==> config.mk <==
export PLATFORM = sky130hd
export DESIGN_NAME = ram_sp_clr
export DESIGN_NICKNAME = d
export VERILOG_FILES = /design/src/rtl/ram_sp_clr.sv
export SDC_FILE = /design/constraint.sdc
export NUM_CORES = 1
export LEC_CHECK = 0
export ABC_AREA = 0
export CORE_UTILIZATION = 55
export CTS_CLUSTER_SIZE = 16
export DETAILED_ROUTE_END_ITERATION = 7
export PLACE_DENSITY = 0.76
export SETUP_SLACK_MARGIN = 0.02
export SYNTH_ARGS = -nofsm -noshare
export SYNTH_HDL_FRONTEND = slang
export SYNTH_SLANG_ARGS = --single-unit
==> constraint.sdc <==
create_clock -name clk -period 2.8 [get_ports clk]
set_input_delay 0.56 -clock clk [delete_from_list [all_inputs] [get_ports clk]]
set_output_delay 0.56 -clock clk [all_outputs]
set_load 0.02 [all_outputs]
==> src/rtl/ram_sp_clr.sv <==
// Single-port RAM with a self-timed clear sweep that writes CLEAR_VALUE to every
// word; the sweep also runs after reset, since the array itself is never reset.
module ram_sp_clr #(
  parameter int                WIDTH       = 8,
  parameter int                ADDR_WIDTH  = 4,
  parameter int                READ_MODE   = 0,
  parameter logic [WIDTH-1:0]  CLEAR_VALUE = {WIDTH{1'b0}}
) (
  input  logic                  clk,
  input  logic                  reset_n,
  input  logic [ADDR_WIDTH-1:0] address,
  input  logic [WIDTH-1:0]      data_in,
  input  logic                  write_en,
  input  logic                  clear_req,
  output logic                  busy,
  output logic                  clear_done,
  output logic [WIDTH-1:0]      data_out
);

  localparam int DEPTH = 2 ** ADDR_WIDTH;
  localparam logic [ADDR_WIDTH-1:0] LAST_ADDR = ADDR_WIDTH'(DEPTH - 1);

  typedef enum logic {IDLE, CLEAR} state_t;

  state_t                  state, next_state;
  logic [ADDR_WIDTH-1:0]   clr_ptr, next_ptr;
  logic                    next_done;
  logic                    mem_we;
  logic [ADDR_WIDTH-1:0]   mem_addr;
  logic [WIDTH-1:0]        mem_data;
  logic [WIDTH-1:0]        ram [DEPTH];

  // Reset lands in CLEAR so the first clock after release starts the sweep.
  always_ff @(posedge clk or negedge reset_n) begin
    if (!reset_n) begin
      state      <= CLEAR;
      clr_ptr    <= '0;
      clear_done <= 1'b0;
    end else begin
      state      <= next_state;
      clr_ptr    <= next_ptr;
      clear_done <= next_done;
    end
  end

  always_comb begin
    next_state = state;
    next_ptr   = clr_ptr;
    next_done  = 1'b0;
    mem_we     = 1'b0;
    mem_addr   = address;
    mem_data   = data_in;
    case (state)
      IDLE: begin
        // A clear request wins over a user write on the same edge.
        if (clear_req) begin
          next_state = CLEAR;
          next_ptr   = '0;
        end else if (write_en) begin
          mem_we = 1'b1;
        end
      end
      CLEAR: begin
        mem_we   = 1'b1;
        mem_addr = clr_ptr;
        mem_data = CLEAR_VALUE;
        next_ptr = clr_ptr + 1'b1;
        if (clr_ptr == LAST_ADDR) begin
          next_state = IDLE;
          next_done  = 1'b1;
        end
      end
      default: begin
        next_state = CLEAR;
        next_ptr   = '0;
      end
    endcase
  end

  assign busy = (state == CLEAR);

  // Array has no reset; writes are suppressed while reset is held.
  always_ff @(posedge clk) begin
    if (reset_n && mem_we) begin
      ram[mem_addr] <= mem_data;
    end
  end

  generate
    if (READ_MODE == 1) begin : g_reg_read
      logic [WIDTH-1:0] rd_q;

      // Read-first: the register samples the array before this edge's write lands.
      always_ff @(posedge clk or negedge reset_n) begin
        if (!reset_n) begin
          rd_q <= CLEAR_VALUE;
        end else if (state == CLEAR) begin
          rd_q <= CLEAR_VALUE;
        end else begin
          rd_q <= ram[address];
        end
      end

      assign data_out = busy ? CLEAR_VALUE : rd_q;
    end else begin : g_async_read
      assign data_out = busy ? CLEAR_VALUE : ram[address];
    end
  endgenerate

endmodule
==> results of run 1 <==
power by group:
| group | switching, mW | internal, mW | total (mW) |
|---|---|---|---|
| Sequential | 0.110 | 2.55 | 2.66 |
| Clock | 0.835 | 1.72 | 2.56 |
| Combinational | 0.611 | 0.385 | 0.996 |
how the worst max path moves through the flow:
stage	depth (start not counted)	end	from
after floorplan	7	data_out[3]	address[0]
after global placement	7	data_out[3]	address[1]
after global routing	7	data_out[7]	address[1]
after CTS	7	data_out[4]	address[1]
after detailed placement	7	data_out[1]	address[1]
final	7	data_out[7]	address[1]
worst register-to-register path, stage by stage (launching register included):
cell      delay, ps
dfstp_2         640
buf_4           300
mux2i_1         370
o211ai_1        220
nor2_1          210
buf_4           210
final cells by class:
type | count | area (sq um)
sequential | 134 | 4000
fill | 643 | 2930
multi-input combinational | 157 | 1380
timing repair buffer | 64 | 558
clock buffer | 17 | 414
clock inverter | 15 | 273
tap | 133 | 166
inverter | 3 | 13.8
metal layers:
| metal | vias up | share of wire [%] | global-route usage [%] |
|---|---|---|---|
| met3 | 23 | 5.3 | 6.43 |
| met4 | 0 | 2.2 | 8.90 |
| met1 | 1488 | 43 | 33.1 |
| met2 | 100 | 50 | 38.4 |
| li1 | 1371 | - | - |
| met5 | - | 0 | 0 |
cell families after synthesis:
logic type                 Yosys count  synth area share (%)
adders and majority gates            1                 0.227
xor gates and xnor gates             2                 0.318
and+or+nand+nor                     63                  5.82
DFF                                134                  72.6
AOI/OAI and AO/OA                   36                  4.68
buffers and inverters               20                  2.70
muxes                               55                  13.7
registers in the layout, summed over array words and instances (netlist names):
signal	flops
busy	1
ram	128
clear_done	1
clr_ptr	4
cell usage in the layout, fill, tap and decap left out, drive strengths merged, types with 2 or more instances in the layout:
cell type      instances
a221oi                 2
edfxtp               128
a22oi                 11
bufinv                 7
clkdlybuf4s50         15
clkdlybuf4s15          4
dfrtp                  5
nand2                 13
nand2b                 6
o32a                   3
clkbuf                17
mux4                  16
clkinv                 5
mux2i                 39
o22ai                  4
o21ai                  8
nor2b                 11
o211ai                 3
or2                    2
nand3                  6
inv                    6
nor2                  20
buf                   44
timing repair:
action / CTS / global route
resized for setup: 32 / 7
pin swaps: 0 / 0
buffers inserted: 1 / 0
setup endpoints to repair: 8 / 8
metrics by stage:
stage,setup WS [ps],instances,TNS [ps],area [sq um]
4_1_cts,13.4,523,0,6800
5_1_grt,19.0,523,0,6800
2_1_floorplan,576,311,0,5510
6_report,64.4,523,0,6800
3_5_place_dp,-442,490,-3220,6090
3_3_place_gp,-440,490,-3230,6090
==> impl_metrics.yaml, run 1 <==
timing:
  drv_slew: 0
  rsz0062_at_grt: "true"
  finalCriticalPeriod_ps: 2740
  fin_skew_ps: 9.11
  fin_hold_ws_ps: 304
  clock.fmax_ghz: 0.366
  hold_viol_final: 0
  slew_headroom_pct: 27.7
  setup_violations: 0
  worstMarginPinSlew_ps: 1080
  period_share_pct: 97.7
pwr:
  power_mw: 6.22
  peakVddDrop_mv: 0.877
  power_density_nw_per_um2: 914
  power.leakage_nw: 2.48
clock_network:
  clkTransAtPathRegs_ps: 60
  htree_levels: 4
  cts_hold_buf: 0
  clockRootBuffer: "clkbuf_8"
  clockBufferDepth: 2
  cts_tree: "done"
  clock-sinks: 134
  cts_made_buffers: 17
  clkLatencyLatePin_ps: 520
setup_path:
  worstReg2RegStart: "busy$_DFF_PN1_"
  path_class: "primary input to primary output"
  reg2reg_to: "ram[0][3]$_DFFE_PP_"
  worstPathMaxFanout: 12
  slowest_delay_ps: 470
  slowest_stage: "clkdlybuf4s50_1"
  worstSetupEndpointType: "primary output"
  startpoint_type: "primary input"
  crit_buf_inv: 3
  arrival_ps: 2180
  reg2reg_slack_ps: 570
  cp_top_family: "buffers and inverters"
  critPathRequiredTime_ps: 2240
  cp_cell_sequence: "clkdlybuf4s50_1 -> buf_6 -> nor2b_1 -> a22oi_1 -> nand2_1 -> o22ai_1 -> clkdlybuf4s15_2"
  reg2reg_depth: 5
synth:
  synth_area_per_cell_sq_um: 17.7
  synth.yosys.seq_area_share_pct: 72.6
  synth_seq_cells: 134
  synth_warnings: 0
  syn_area_sq_um: 5510
  syn-num-nets: 328
  netlist_top_cells_area: "edfxtp_1 70%, mux2i_1 7.1%, mux4_2 6.1%"
  synth_common_cells: "128 x edfxtp_1, 39 x mux2i_1, 20 x nor2_1"
  yosysMostFrequentCell: "edfxtp_1"
  synth_edf_count: 128
  synth_top_area_share_pct: 69.8
  synth_area_leader_cell: "edfxtp_1"
  synth_cells: 311
  synthArstFlopShare_pct: 4.48
  synth_cell_types: 42
  synthFlopType: "edfxtp_1"
finish:
  final_layout_size_suffix_gt1_share_pct: 26.4
  area_growth_pct: 23.5
  fin_util_pct: 69.9
  finalNetCount: 394
  n_antenna_cell: 0
floorplan:
  fp.dieH_microns: 102
  dieArea_sq_um: 10400
  start_util_pct: 56.6
  num_rows: 36
  die_w_microns: 102
  io_pins: 26
  core_area_sq_um: 9730
place:
  port_buffers: 25
  dp_hpwl_microns: 7110
  routabilityCongestion: 0.827
worst_hold_path:
  hp-class: "primary input to asynchronous set/reset pin"
global_routing:
  grt_first_pass_wirelength_microns: 17300
  antenna_found_initial: 0
  gr-total-overflow: 0
  first_global_vias: 3025
  grt_max_degree: 27
  track_usage_pct: 24.3
routing:
  final_antenna_net_count: 0
  drtIter0Drc: 257
  wl_per_cell_microns: 21.6
  first_pass_iters: 5
  vias_per_cell: 5.70
  via_count: 2982
  drcViolationCount: 0
  wl_microns: 11300
flow_run:
  maxCapViolCount: 0
status:
  outcome: "completed"
(Power assumes the default switching activity.)
==> run 2: changes to the inputs <==
==> constraint.sdc (replaced) <==
create_clock -name clk -period 2.6 [get_ports clk]
set_input_delay 0.52 -clock clk [delete_from_list [all_inputs] [get_ports clk]]
set_output_delay 0.52 -clock clk [all_outputs]
set_load 0.02 [all_outputs]
==> run 2 against run 1 <==
Against the previous run:
- non-clock buffer count decreased by 1
- die area unchanged
- sequential cell count unchanged
- first-iteration DRC count decreased by 20%
- critical endpoint is now data_out[6]
==> impl_metrics.yaml, run 2 (synthesized netlist as in run 1, its figures left out) <==
setup_path:
  cp.depth: 6
  critPathRequiredTime_ps: 2080
  worstPathMaxFanout: 4
  slowest_delay_ps: 490
  reg2reg_slack_ps: 450
  worstSetupEndpointType: "primary output"
  cp-endpoint: "data_out[6]"
  cp_cell_sequence: "clkdlybuf4s50_1 -> or2_2 -> a221oi_2 -> o21ai_1 -> o21ai_1 -> clkdlybuf4s15_2"
  crit_buf_inv: 2
  arrival_ps: 2020
  reg2reg_to: "ram[0][6]$_DFFE_PP_"
  cp-startpoint: "address[3]"
  path_class: "primary input to primary output"
  worstReg2RegStart: "busy$_DFF_PN1_"
  cp_top_family: "buffers and inverters"
  reg2reg_depth: 5
  startpoint_type: "primary input"
  cp_common_cell: "o21ai_1"
  slowest_stage: "clkdlybuf4s50_1"
clock_network:
  htree_levels: 4
  cts_hold_buf: 0
  clockBufferDepth: 2
  clkLatencyLatePin_ps: 520
  clock-sinks: 134
  cts_tree: "done"
  clockRootBuffer: "clkbuf_8"
  clkTransAtPathRegs_ps: 60
  cts_made_buffers: 17
finish:
  finalNetCount: 393
  top_register: "ram"
  layout_commonest_cell: "edfxtp_1"
  final_layout_size_suffix_gt1_share_pct: 26.7
  fill_cells: 650
  n_antenna_cell: 0
  fin_util_pct: 69.2
  largestRegisters: "ram: 128 flops, clr_ptr: 4 flops"
  area_growth_pct: 22.2
  layout_common_cells: "128 x edfxtp_1, 39 x mux2i_1, 34 x buf_4"
  largest_register_ff_count: 128
routing:
  via_count: 3021
  drtIter0Drc: 206
  vias_per_cell: 5.79
  final_antenna_net_count: 0
  first_pass_iters: 4
  drcViolationCount: 0
  wl_microns: 11300
  wl_per_cell_microns: 21.7
timing:
  worstMarginPinSlew_ps: 1200
  fin_hold_ws_ps: 277
  period_share_pct: 97.6
  hold_viol_final: 0
  setup_violations: 0
  slew_headroom_pct: 19.8
  fin_skew_ps: 11.6
  finalCriticalPeriod_ps: 2540
  rsz0062_at_grt: "false"
  drv_slew: 0
  clock.fmax_ghz: 0.394
global_routing:
  track_usage_pct: 24.3
  gr-total-overflow: 0
  antenna_found_initial: 0
  first_global_vias: 3070
  grt_max_degree: 29
  grt_first_pass_wirelength_microns: 17400
pwr:
  power_density_nw_per_um2: 951
  power.leakage_nw: 2.45
  peakVddDrop_mv: 0.485
floorplan:
  fp.dieH_microns: 102
  core_area_sq_um: 9730
  dieArea_sq_um: 10400
  start_util_pct: 56.6
  num_rows: 36
  io_pins: 26
  die_w_microns: 102
place:
  port_buffers: 25
  dp_hpwl_microns: 7050
  routabilityCongestion: 0.847
flow_run:
  maxCapViolCount: 0
worst_hold_path:
  hp-class: "primary input to asynchronous set/reset pin"
status:
  outcome: "completed"
run 2: cell types whose count changed in the layout (fill, tap and decap cells not counted), sizes merged:
cell           previous run  this run
clkdlybuf4s15             4         1
dlygate4sd2               1         0
bufinv                    7         4
dlymetal6s2s              0         2
clkinvlp                  0         3
buf                      44        46
clkdlybuf4s50            15        13
clkbuf                   17        18
run 2: how the worst min path moves through the flow:
| stage | startpoint | to | slack, ps | depth (start not counted) |
|---|---|---|---|---|
| floorplan | reset_n | clear_done$_DFF_PN0_ | 220 | 0 |
| global placement | clr_ptr[3]$_DFFE_PN0P_ | clr_ptr[3]$_DFFE_PN0P_ | 600 | 2 |
| detailed placement | clr_ptr[3]$_DFFE_PN0P_ | clr_ptr[3]$_DFFE_PN0P_ | 610 | 2 |
| CTS | reset_n | clr_ptr[2]$_DFFE_PN0P_ | 270 | 1 |
| global route | reset_n | clr_ptr[2]$_DFFE_PN0P_ | 270 | 1 |
| finish | reset_n | clr_ptr[2]$_DFFE_PN0P_ | 280 | 1 |
run 2: cell type report:
cell class                      instances  area, sq um  share of cell area, %
Clock buffer                           17          414                   6.15
Multi-Input combinational cell        157         1380                   20.6
Sequential cell                       134         4000                   59.4
Inverter                                3         13.8                  0.204
Tap cell                              133          166                   2.47
Timing Repair Buffer                   63          554                   8.24
Clock inverter                         15          203                   3.01
run 2: where the power goes:
group          switching, mW  total [mW]  internal [mW]
sequential             0.113        2.86           2.75
combinational          0.673        1.08          0.411
clock                  0.894        2.46           1.56
run 2: per-layer routing:
layer / track usage (%) / vias to the layer above / routed length, microns
met5: 0 / - / 0
met4: 8.46 / 0 / 212
li1: - / 1369 / -
met2: 39.3 / 120 / 5720
met1: 32.3 / 1515 / 4680
met3: 6.22 / 17 / 726
run 2: per-stage QoR:
stage | TNS, ps | worst slack (ps) | instance area [sq um] | instances | total power, mW
finish | 0 | 63.6 | 6730 | 522 | 6.40
global placement | -4250 | -561 | 6090 | 488 | 3.93
floorplan | 0 | 456 | 5510 | 311 | 3.53
global route | 0 | 28.6 | 6730 | 522 | 6.63
CTS | 0 | 21.3 | 6730 | 522 | 6.41
detailed placement | -4360 | -598 | 6090 | 488 | 3.97
run 2: what timing repair did:
item,4_1_cts,5_1_grt
endpoints found under the setup margin,9,6
gates resized for setup,45,5
buffers inserted,2,0
pin swaps,0,1
